`config.mk`:
```
export PLATFORM = sky130hd
export DESIGN_NAME = comar_rand_gen_flat
export DESIGN_NICKNAME = d
export VERILOG_FILES = /design/src/rtl/comar_rand_pkg.sv /design/src/rtl/comar_rand_gen_if.sv /design/src/rtl/comar_lfsr_step.sv /design/src/rtl/comar_rand_gen.sv /design/src/flat_wrapper.sv
export SDC_FILE = /design/constraint.sdc
export NUM_CORES = 1
export LEC_CHECK = 0
export CAP_MARGIN = 0
export CORE_MARGIN = 8
export CORE_UTILIZATION = 58
export DETAILED_ROUTE_END_ITERATION = 8
export PLACE_DENSITY = 0.85
export SLEW_MARGIN = 40
export SYNTH_ARGS = -nofsm -noshare
export SYNTH_HDL_FRONTEND = slang
export SYNTH_HIERARCHICAL = 1
export SYNTH_SLANG_ARGS = --single-unit
```
`constraint.sdc`:
```
create_clock -name clk -period 4.3 [get_ports clk]
set_input_delay 0.86 -clock clk [delete_from_list [all_inputs] [get_ports clk]]
set_output_delay 0.86 -clock clk [all_outputs]
set_load 0.01 [all_outputs]
```
`src/rtl/comar_rand_pkg.sv`:
```
// Shared types and constants for the COMAR fresh-mask generator.
// LFSR taps: x^32 + x^22 + x^2 + x + 1.
package comar_rand_pkg;

  typedef enum logic [1:0] {
    UNSEEDED = 2'd0,
    WARM     = 2'd1,
    RUN      = 2'd2
  } state_t;

  localparam int               LFSR_W        = 32;
  // Feedback bits s[31], s[21], s[1], s[0].
  localparam logic [LFSR_W-1:0] LFSR_TAPS     = 32'h8020_0003;
  // An all-zero state would lock the LFSR, so seed 0 is swapped for this.
  localparam logic [LFSR_W-1:0] ZERO_SEED_SUB = 32'h0000_0001;

endpackage

```
`src/rtl/comar_rand_gen_if.sv`:
```
// Seed handshake and fresh-mask output bus of comar_rand_gen.
interface comar_rand_gen_if #(
  parameter int R_W = 6
);
  logic           seed_valid;
  logic [31:0]    seed;
  logic           seed_ready;
  logic           en;
  logic [R_W-1:0] r;
  logic           r_valid;

  modport master (
    output seed_valid, seed, en,
    input  seed_ready, r, r_valid
  );

  modport slave (
    input  seed_valid, seed, en,
    output seed_ready, r, r_valid
  );
endinterface

```
`src/rtl/comar_lfsr_step.sv`:
```
// Combinational R_W-step advance of the 32-bit Fibonacci LFSR.
module comar_lfsr_step
  import comar_rand_pkg::*;
#(
  parameter int R_W = 6
) (
  input  logic [LFSR_W-1:0] s,
  output logic [LFSR_W-1:0] s_nxt
);

  always_comb begin
    s_nxt = s;
    for (int i = 0; i < R_W; i++)
      s_nxt = {s_nxt[LFSR_W-2:0], ^(s_nxt & LFSR_TAPS)};
  end

endmodule

```
`src/rtl/comar_rand_gen.sv`:
```
// Fresh-mask generator: seeded LFSR, fixed warm-up, then R_W new bits per enabled cycle.
module comar_rand_gen
  import comar_rand_pkg::*;
#(
  parameter int R_W    = 6,
  parameter int WARMUP = 64
) (
  input  logic             clk,
  input  logic             rst,
  comar_rand_gen_if.slave  bus
);

  localparam logic [7:0] WARM_LAST = 8'(WARMUP - 1);

  state_t            state;
  logic [LFSR_W-1:0] lfsr;
  logic [LFSR_W-1:0] lfsr_nxt;
  logic [7:0]        cnt;
  logic [R_W-1:0]    r_q;
  logic              r_valid_q;
  logic              seed_fire;

  assign bus.seed_ready = ~rst;
  assign seed_fire      = bus.seed_valid & bus.seed_ready;
  assign bus.r          = r_q;
  assign bus.r_valid    = r_valid_q;

  comar_lfsr_step #(.R_W(R_W)) u_step (
    .s     (lfsr),
    .s_nxt (lfsr_nxt)
  );

  always_ff @(posedge clk or posedge rst) begin
    if (rst) begin
      state     <= UNSEEDED;
      lfsr      <= '0;
      cnt       <= '0;
      r_q       <= '0;
      r_valid_q <= 1'b0;
    end else if (seed_fire) begin
      // A new seed always wins over stepping and restarts warm-up.
      lfsr      <= (bus.seed == '0) ? ZERO_SEED_SUB : bus.seed;
      cnt       <= '0;
      state     <= WARM;
      r_valid_q <= 1'b0;
    end else begin
      case (state)
        UNSEEDED: ;
        WARM: begin
          lfsr <= lfsr_nxt;
          r_q  <= lfsr_nxt[R_W-1:0];
          cnt  <= cnt + 8'd1;
          if (cnt == WARM_LAST) begin
            state     <= RUN;
            r_valid_q <= 1'b1;
          end
        end
        RUN: begin
          if (bus.en) begin
            lfsr <= lfsr_nxt;
            r_q  <= lfsr_nxt[R_W-1:0];
          end
        end
        default: begin
          state     <= UNSEEDED;
          r_valid_q <= 1'b0;
        end
      endcase
    end
  end

endmodule

```
`src/flat_wrapper.sv`:
```
// flat-port wrapper written by rule: the top's interface ports become plain ports
module comar_rand_gen_flat import comar_rand_pkg::*;
#(
  parameter int R_W    = 6,
  parameter int WARMUP = 64
)
  (clk, rst, bus_seed_valid, bus_seed, bus_en, bus_seed_ready, bus_r, bus_r_valid);
  comar_rand_gen_if #(.R_W(R_W)) bus_i ();
  input  logic clk;
  input  logic rst;
  input wire logic [$bits(bus_i.seed_valid)-1:0] bus_seed_valid;
  input wire logic [$bits(bus_i.seed)-1:0] bus_seed;
  input wire logic [$bits(bus_i.en)-1:0] bus_en;
  output wire logic [$bits(bus_i.seed_ready)-1:0] bus_seed_ready;
  output wire logic [$bits(bus_i.r)-1:0] bus_r;
  output wire logic [$bits(bus_i.r_valid)-1:0] bus_r_valid;
  assign bus_i.seed_valid = bus_seed_valid;
  assign bus_i.seed = bus_seed;
  assign bus_i.en = bus_en;
  assign bus_seed_ready = bus_i.seed_ready;
  assign bus_r = bus_i.r;
  assign bus_r_valid = bus_i.r_valid;
  comar_rand_gen #(.R_W(R_W), .WARMUP(WARMUP)) u_core (.clk(clk), .rst(rst), .bus(bus_i));
endmodule
```
* Yosys cells after proc, flatten, opt, wreduce, memory -nomap -nowiden
Cells that the tools add are included.
Word-level totals: register bits after elaboration 49, bits in latches 0, RAM bits 0, ROM bits 0, bits of input ports 36, output and inout bits 8, word-level logic and storage cells 45, memories 0
Cells by class: add/sub/neg operators 1, $mul 0, divide/modulo/power cells 0, magnitude comparators 0, equal/unequal tests 7, shifts and indexed selects 0, multiplexer cells 14, bitwise operators 3, reductions and logical operators 15
Operators with widths (count):
- parity 32 bit | 6
- 2-to-1 mux 32 bit | 3
- case mux 32 bit (2 select lines) | 1
- zero test 32 bit | 1
- 2-to-1 mux 8 bit | 2
- case mux 6 bit (2 select lines) | 1
- adder 8 x 1 -> 8 bit (second input constant) | 1
- == test 8 x 6 -> 1 bit (second input constant) | 1
- 2-to-1 mux 6 bit | 1
- 2-to-1 mux 2 bit | 2
- case mux 2 bit (2 select lines) | 1
- AND reduction 2 bit | 2
- nonzero test 2 bit | 2
- != test 3 x 1 -> 1 bit (second input constant) | 1
- != test 3 x 2 -> 1 bit (second input constant) | 1
- AND reduction 3 bit | 1
- nonzero test 3 bit | 1
- == test 2 x 1 -> 1 bit (second input constant) | 1
- == test 2 bit (second input constant) | 1
- zero test 2 bit | 1
- 2-to-1 mux 1 bit | 2
- != test 2 x 1 -> 1 bit (second input constant) | 1
- != test 2 bit (second input constant) | 1
- inverter 1 bit | 2
- 3 further kinds | 3

* Depth between registers and ports, before layout
Gate-level depths: netlist of run 1.
word-level depth 9, depth in mapped cells 8, depth with buffers taken out 6

* Cells and area by module
Netlist of run 1, hierarchy kept.
By module, submodules not included:
- comar_rand_gen | instances 1, cells an instance 256, area each 2482.4 um2, sequential area each 1201.2 um2
- comar_lfsr_step | instances 1, cells an instance 41, area each 395.4 um2, sequential area each 0.0 um2

* Least setup slack after synthesis of run 1
Ideal clock, no wire load.
path type input port to output port, from input port rst, to output port bus_seed_ready, data arrival time 1.912 ns, data required time 3.440 ns, setup slack 1.528 ns, stages 1, buffers on the path 0, cells stage by stage inv_1
Between the ends: word-level cells in the longest chain between the ends 1
Ends and longest elaborated chain:
- start: declaration | RTL line flat_wrapper.sv:10 | input logic rst;
- inverter 1 bit | RTL line comar_rand_gen.sv:23 | assign bus.seed_ready = ~rst;
- end: declaration | RTL line flat_wrapper.sv:14 | output wire logic [$bits(bus_i.seed_ready)-1:0] bus_seed_ready;
Every way passes these cells.

* Worst setup path after layout of run 1
Same ends and word-level chain as after synthesis.

==> results.md, run 1 <==
* CP max FO at 3
* CP bufs+invs at 3
* Synth warn at 6
* Outcome: complete, no violations
* M3 GR Usage at 4.25%
* Iter 0 DRT Violations at 146
* Max-slew headroom at 52.4%
* Worst Tran Pin Value at 714 ps
* Worst-path cell chain: clkdlybuf4s50_1 -> inv_2 -> clkdlybuf4s50_1
* Layout fillers at 404
* Clock skew at 6.53 ps
* CP max stage delay at 530 ps
* Diode count at 0
* R2r setup slk at 2140 ps
* Die area at 7470 um^2
* Setup TNS at 0 ps
* Final wirelength at 5900 um
* Cell family with most CP delay: buffers and inverters
* Num ports at 44
* Die W at 86.4 um
* Postcts setup bufs at 0
* Crit-path most repeated cell: clkdlybuf4s50_1
* Data required, critical path at 3440 ps
* Pins Over Slew Limit at 0
* Final setup vio count at 0
* Die height at 86.4 um
* FP Rows at 25
* Synthesized cell area at 2880 um^2
* Hold Crit Endpoint: u_core/bus.r[1]
* Mapped Cells at 297
* Leakage at 1.30 nW
* Final setup margin at 1500 ps
* DR pass1 iterations at 4
* WL/cell at 15.7 um
* Hold buffer count at cts at 0
* Final hold vios at 0
* Syn_nets at 337
* Critical path depth at 3
* Commonest non-fill, non-tap cell in the layout: nand2_1
* Largest net degree at the start of global routing at 64
* RePlAce Congestion at 0.794
* Hold crit path type: reg -> reg
* Fin nets at 348
* Initial antenna violation count at 0
* Path type of the worst setup path: in -> out
* Core region area at 4750 um^2
* Hpwl dp at 4310 um
* Cell type of the slowest stage on the worst timing path: clkdlybuf4s50_1
* Util after Layout at 66.7%
* Max_cap viols at 0
* Vias in the first global route at 2049
* Share of layout cells above drive strength 1 at 15.9%
* Post-route ant nets at 0
* R2r startpoint: u_core/lfsr[1]
* Initial core utilization at 60.5%
* Reg2Reg Depth at 6
* Busiest grt layer: met2
* Worst setup SP type: input port
* GRT Util Overall at 16.9%
* Synth Flop Type: dfrtp_1
* Final Cycle Share at 65.1%
* Part of the Yosys area used for sequential elements at 41.7%
* FMAX at 0.357 GHz
* Number of synthesized flops with an enable pin at 0
* Synth Register Bits at 48
* PwrDens at 826 nW/um^2
* Worst Hold Launch: u_core/bus.r[1]
* R2R Path End: u_core/lfsr[0]
* Clock root buffer: clkbuf_8
* Crit path capture type: output port
* Via count at 2025
* Area delta synth->final at 10.1%
* Port bufs at 43
* CP Data Arrival Time at 1940 ps
* CTS buffer count at 5
* CTS sink cnt at 48
* Met1 usage at 22.2%
* Async S/R FF share, synth at 100%
* Netlist cell types at 38
* Clock Path Buffers at 2
* Post-Syn Area per Cell at 9.69 um^2
* Vias per Instance at 5.40
* Maximum vdd drop at 0.361 mV
* GRT overflow at 0
* Post-CTS Resized at 0
* Worst-path clk slew at 80 ps
* Minimum clock period at 2800 ps
* RSZ-0062 raised after global routing: false
* H-tree depth at 2
* TritonCTS clock tree: yes
* Met2 Usage GRT at 27.2%
* Hold path cells at 1
* First-pass GRT wire length at 10100 um
* Residual DRC at 0
* Clock latency on the worst-skew pair at 300 ps
* DP Worst Slack at 1320 ps
* Most frequent cells in the layout: nand2_1 (65), dfrtp_1 (48), clkdlybuf4s50_1 (43)
==> cell usage after synthesis (2+ instances only) <==
| master | count | area share, % |
|---|---|---|
| buf_2 | 8 | 1.4 |
| mux2_2 | 6 | 2.3 |
| inv_1 | 5 | 0.65 |
| nand2_1 | 65 | 8.5 |
| xnor3_1 | 2 | 1.6 |
| a31oi_2 | 11 | 4.8 |
| nor3_1 | 2 | 0.35 |
| xor2_1 | 7 | 2.1 |
| xnor2_1 | 8 | 2.4 |
| buf_4 | 26 | 6.8 |
| o21a_1 | 2 | 0.52 |
| a21oi_1 | 3 | 0.52 |
| nor2_2 | 10 | 2.2 |
| dfrtp_1 | 48 | 42 |
| nand4_1 | 3 | 0.65 |
| nor2_1 | 30 | 3.9 |
| nor4_1 | 8 | 1.7 |
| o21ai_0 | 3 | 0.52 |
| buf_6 | 8 | 3.1 |
| or3_1 | 2 | 0.43 |
| ha_1 | 4 | 1.7 |
| a31oi_1 | 20 | 4.3 |
==> power breakdown <==
| group | switching, mW | internal (mW) | leakage, nW |
|---|---|---|---|
| Sequential | 0.167 | 0.673 | 0.566 |
| Clock | 0.146 | 0.111 | 0.0410 |
| Combinational | 0.749 | 0.771 | 0.691 |
| Total | 1.06 | 1.56 | 1.30 |
==> worst max path at each step <==
stage                     slack, ps         endpoint  startpoint
final                          1500   bus_seed_ready         rst
after global routing           1430  u_core/lfsr[12]         rst
after CTS                      1500   bus_seed_ready         rst
after detailed placement       1320   u_core/lfsr[7]         rst
after global placement         1430   u_core/lfsr[6]         rst
after floorplan                1530   bus_seed_ready         rst
==> area by class of cell <==
cell class / count / area (um^2) / area share, %
tap: 67 / 83.8 / 2.65
inverter: 5 / 18.8 / 0.592
timing repair buffer: 46 / 453 / 14.3
clock inverter: 1 / 5.00 / 0.158
sequential: 48 / 1200 / 37.9
multi-input combinational: 202 / 1340 / 42.1
clock buffer: 6 / 72.6 / 2.29
==> registers in the layout (all words and copies together) (netlist names) <==
register	count
u_core/lfsr	32
u_core/cnt	8
u_core/bus.r	6
u_core/bus.r_valid	1
u_core/state	1
==> layer usage <==
layer  part of all wire [%]  wire length [um]
met5                      0                 0
met4                   0.95                56
met3                    7.0               414
met2                     48              2810
met1                     44              2630
==> cell families (layout without fill, tap and decap cells) <==
family          after synthesis  after routing  share of synthesized area, %
simple gates                130            130                          21.8
fa+ha+maj                     4              4                          1.74
mux                           8              8                          3.17
xor+xnor                     20             20                          8.48
flops                        48             48                          41.7
buf+inv                      47             58                          12.0
compound gates               40             40                          11.1
==> stage by stage <==
| stage | instances | cell area (um^2) | hold slack [ps] | power, mW |
|---|---|---|---|---|
| 2_1_floorplan | 297 | 2880 | 519 | 2.23 |
| 3_3_place_gp | 368 | 3090 | 488 | 2.29 |
| 3_5_place_dp | 368 | 3090 | 492 | 2.36 |
| 4_1_cts | 375 | 3170 | 511 | 2.63 |
| 5_1_grt | 375 | 3170 | 520 | 2.81 |
| 6_report | 375 | 3170 | 510 | 2.62 |
Note: power is estimated with default switching activity, not from simulation.
==> run 2: changes to the inputs <==
Settings changed: CORE_UTILIZATION 58 to 49, PLACE_DENSITY 0.85 to 0.76.
Clock period 4.3 ns to 2.3 ns, I/O delays scaled along.
==> results.md, run 2 (synthesized netlist as in run 1, its figures left out) <==
* Crit path capture type: flop
* Final setup vio count at 0 (unchanged)
* CP Data Arrival Time at 2310 ps (+370 ps)
* Hold Crit Endpoint: u_core/bus.r[1]
* Clock skew at 11.2 ps (+4.63 ps)
* Max reg flops at 32 (unchanged)
* FP Rows at 28 (+12%)
* Iter 0 DRT Violations at 209 (+43%)
* Residual DRC at 0 (unchanged)
* GRT Util Overall at 14.9% (-2.0 points)
* Path type of the worst setup path: reg -> reg
* Leakage at 1.33 nW (+2.6%)
* Maximum vdd drop at 0.837 mV (+130%)
* Reg2Reg Depth at 6 (unchanged)
* Max-slew headroom at 59.2% (+6.8 points)
* CTS buffer count at 5 (unchanged)
* Clock root buffer: clkbuf_8
* Fin nets at 351 (+0.86%)
* Initial core utilization at 49.8% (-11 points)
* Cell type of the slowest stage on the worst timing path: xnor3_2
* R2r setup slk at 170 ps (-1970 ps)
* Vias in the first global route at 2019 (-1.5%)
* Postcts setup bufs at 0 (unchanged)
* Hpwl dp at 4420 um (+2.6%)
* CP max stage delay at 490 ps (-40 ps)
* First-pass GRT wire length at 10100 um (+0.95%)
* RePlAce Congestion at 0.790 (-0.55%)
* R2r startpoint: u_core/lfsr[1]
* Post-route ant nets at 0 (unchanged)
* Util after Layout at 56.3% (-10 points)
* Worst-path clk slew at 80 ps (about the same)
* Die height at 92.6 um (+7.2%)
* Max_cap viols at 0 (unchanged)
* Initial antenna violation count at 0 (unchanged)
* Area delta synth->final at 13.0%
* DR pass1 iterations at 4 (unchanged)
* Cell family with most CP delay: XOR/XNOR gates
* Most frequent cells in the layout: nand2_1 (65), dfrtp_1 (48), clkdlybuf4s50_1 (43)
* H-tree depth at 2 (unchanged)
* Via count at 2039 (+0.69%)
* RSZ-0062 raised after global routing: false
* CP bufs+invs at 0 (-3)
* Final Cycle Share at 92.5%
* Share of layout cells above drive strength 1 at 16.7% (+0.81 points)
* Diode count at 0 (unchanged)
* Worst Tran Pin Value at 612 ps (-102 ps)
* Outcome: complete, no violations
* WL/cell at 15.9 um (+0.72%)
* Data required, critical path at 2480 ps (-960 ps)
* FMAX at 0.470 GHz
* Setup TNS at 0 ps (unchanged)
* Hold crit path type: reg -> reg
* Final hold vios at 0 (unchanged)
* Reg with most FFs: u_core/lfsr
* Clock latency on the worst-skew pair at 300 ps (about the same)
* Core region area at 5780 um^2 (+22%)
* Final wirelength at 6120 um (+3.7%)
* Total design power at 5.06 mW (+93%)
* Fin Hold WS at 509 ps (-0.337 ps)
* Die W at 92.6 um (+7.2%)
* Design Area, Final at 3250 um^2 (+2.6%)
* CP max FO at 4 (+1)
* Post-CTS Resized at 0 (unchanged)
* Largest net degree at the start of global routing at 49 (-23%)
* GRT overflow at 0 (unchanged)
* Num ports at 44 (unchanged)
* Commonest non-fill, non-tap cell in the layout: nand2_1
* Worst setup SP type: flop
* Placed cell area at 3170 um^2 (+2.7%)
* Port bufs at 43 (unchanged)
* Hold path cells at 1 (unchanged)
* Clock Path Buffers at 2 (unchanged)
* Pins Over Slew Limit at 0 (unchanged)
* Minimum clock period at 2130 ps
* PwrDens at 1560 nW/um^2 (+88%)
* Die area at 8580 um^2 (+15%)
* Worst Hold Launch: u_core/bus.r[1]
* TritonCTS clock tree: yes
* Worst-path cell chain: xnor3_2 -> xnor2_2 -> xnor3_1 -> xor2_1 -> nor3_1 -> nor3_2
* Vias per Instance at 5.28 (-2.2%)
* Hold buffer count at cts at 0 (unchanged)
* CTS sink cnt at 48 (unchanged)
* R2R Path End: u_core/lfsr[0]
-- run 2: cell count changes in the layout (fill, tap and decap cells not counted), sizes merged --
cell  change
buf       +3
-- run 2: metrics by stage --
step	cells	worst slack (ps)
6_report	386	172
5_1_grt	386	86.3
4_1_cts	386	156
3_5_place_dp	379	177
3_3_place_gp	379	246
2_1_floorplan	297	288
-- run 2: worst max-delay path by stage --
stage                               from             end  slack [ps]  cells after the start
after floorplan           u_core/lfsr[1]  u_core/lfsr[0]         290                      6
after global placement    u_core/lfsr[1]  u_core/lfsr[0]         250                      6
after detailed placement  u_core/lfsr[1]  u_core/lfsr[0]         180                      6
after CTS                 u_core/lfsr[1]  u_core/lfsr[0]         160                      6
after global routing      u_core/lfsr[1]  u_core/lfsr[0]          90                      6
final                     u_core/lfsr[1]  u_core/lfsr[0]         170                      6
-- run 2: final cells by class --
class	instances	area (um^2)
clock buffer	6	72.6
sequential	48	1200
multi-input combinational	202	1340
tap	75	93.8
fill	521	2530
inverter	5	18.8
clock inverter	1	5.00
timing repair buffer	49	526
-- run 2: per-layer routing --
| metal | routed length [um] | share of wire (%) | GRT usage (%) |
|---|---|---|---|
| met4 | 98 | 1.6 | 4.83 |
| met2 | 2790 | 45 | 22.8 |
| met3 | 262 | 4.3 | 4.05 |
| met5 | 0 | 0 | 0 |
| met1 | 2980 | 49 | 20.0 |
-- run 2: report_power, final --
group | leakage [nW] | switching, mW | total, mW | internal [mW]
Sequential | 0.566 | 0.301 | 1.56 | 1.26
Clock | 0.0410 | 0.272 | 0.480 | 0.207
Combinational | 0.725 | 1.44 | 3.02 | 1.58
Total | 1.33 | 2.01 | 5.06 | 3.05
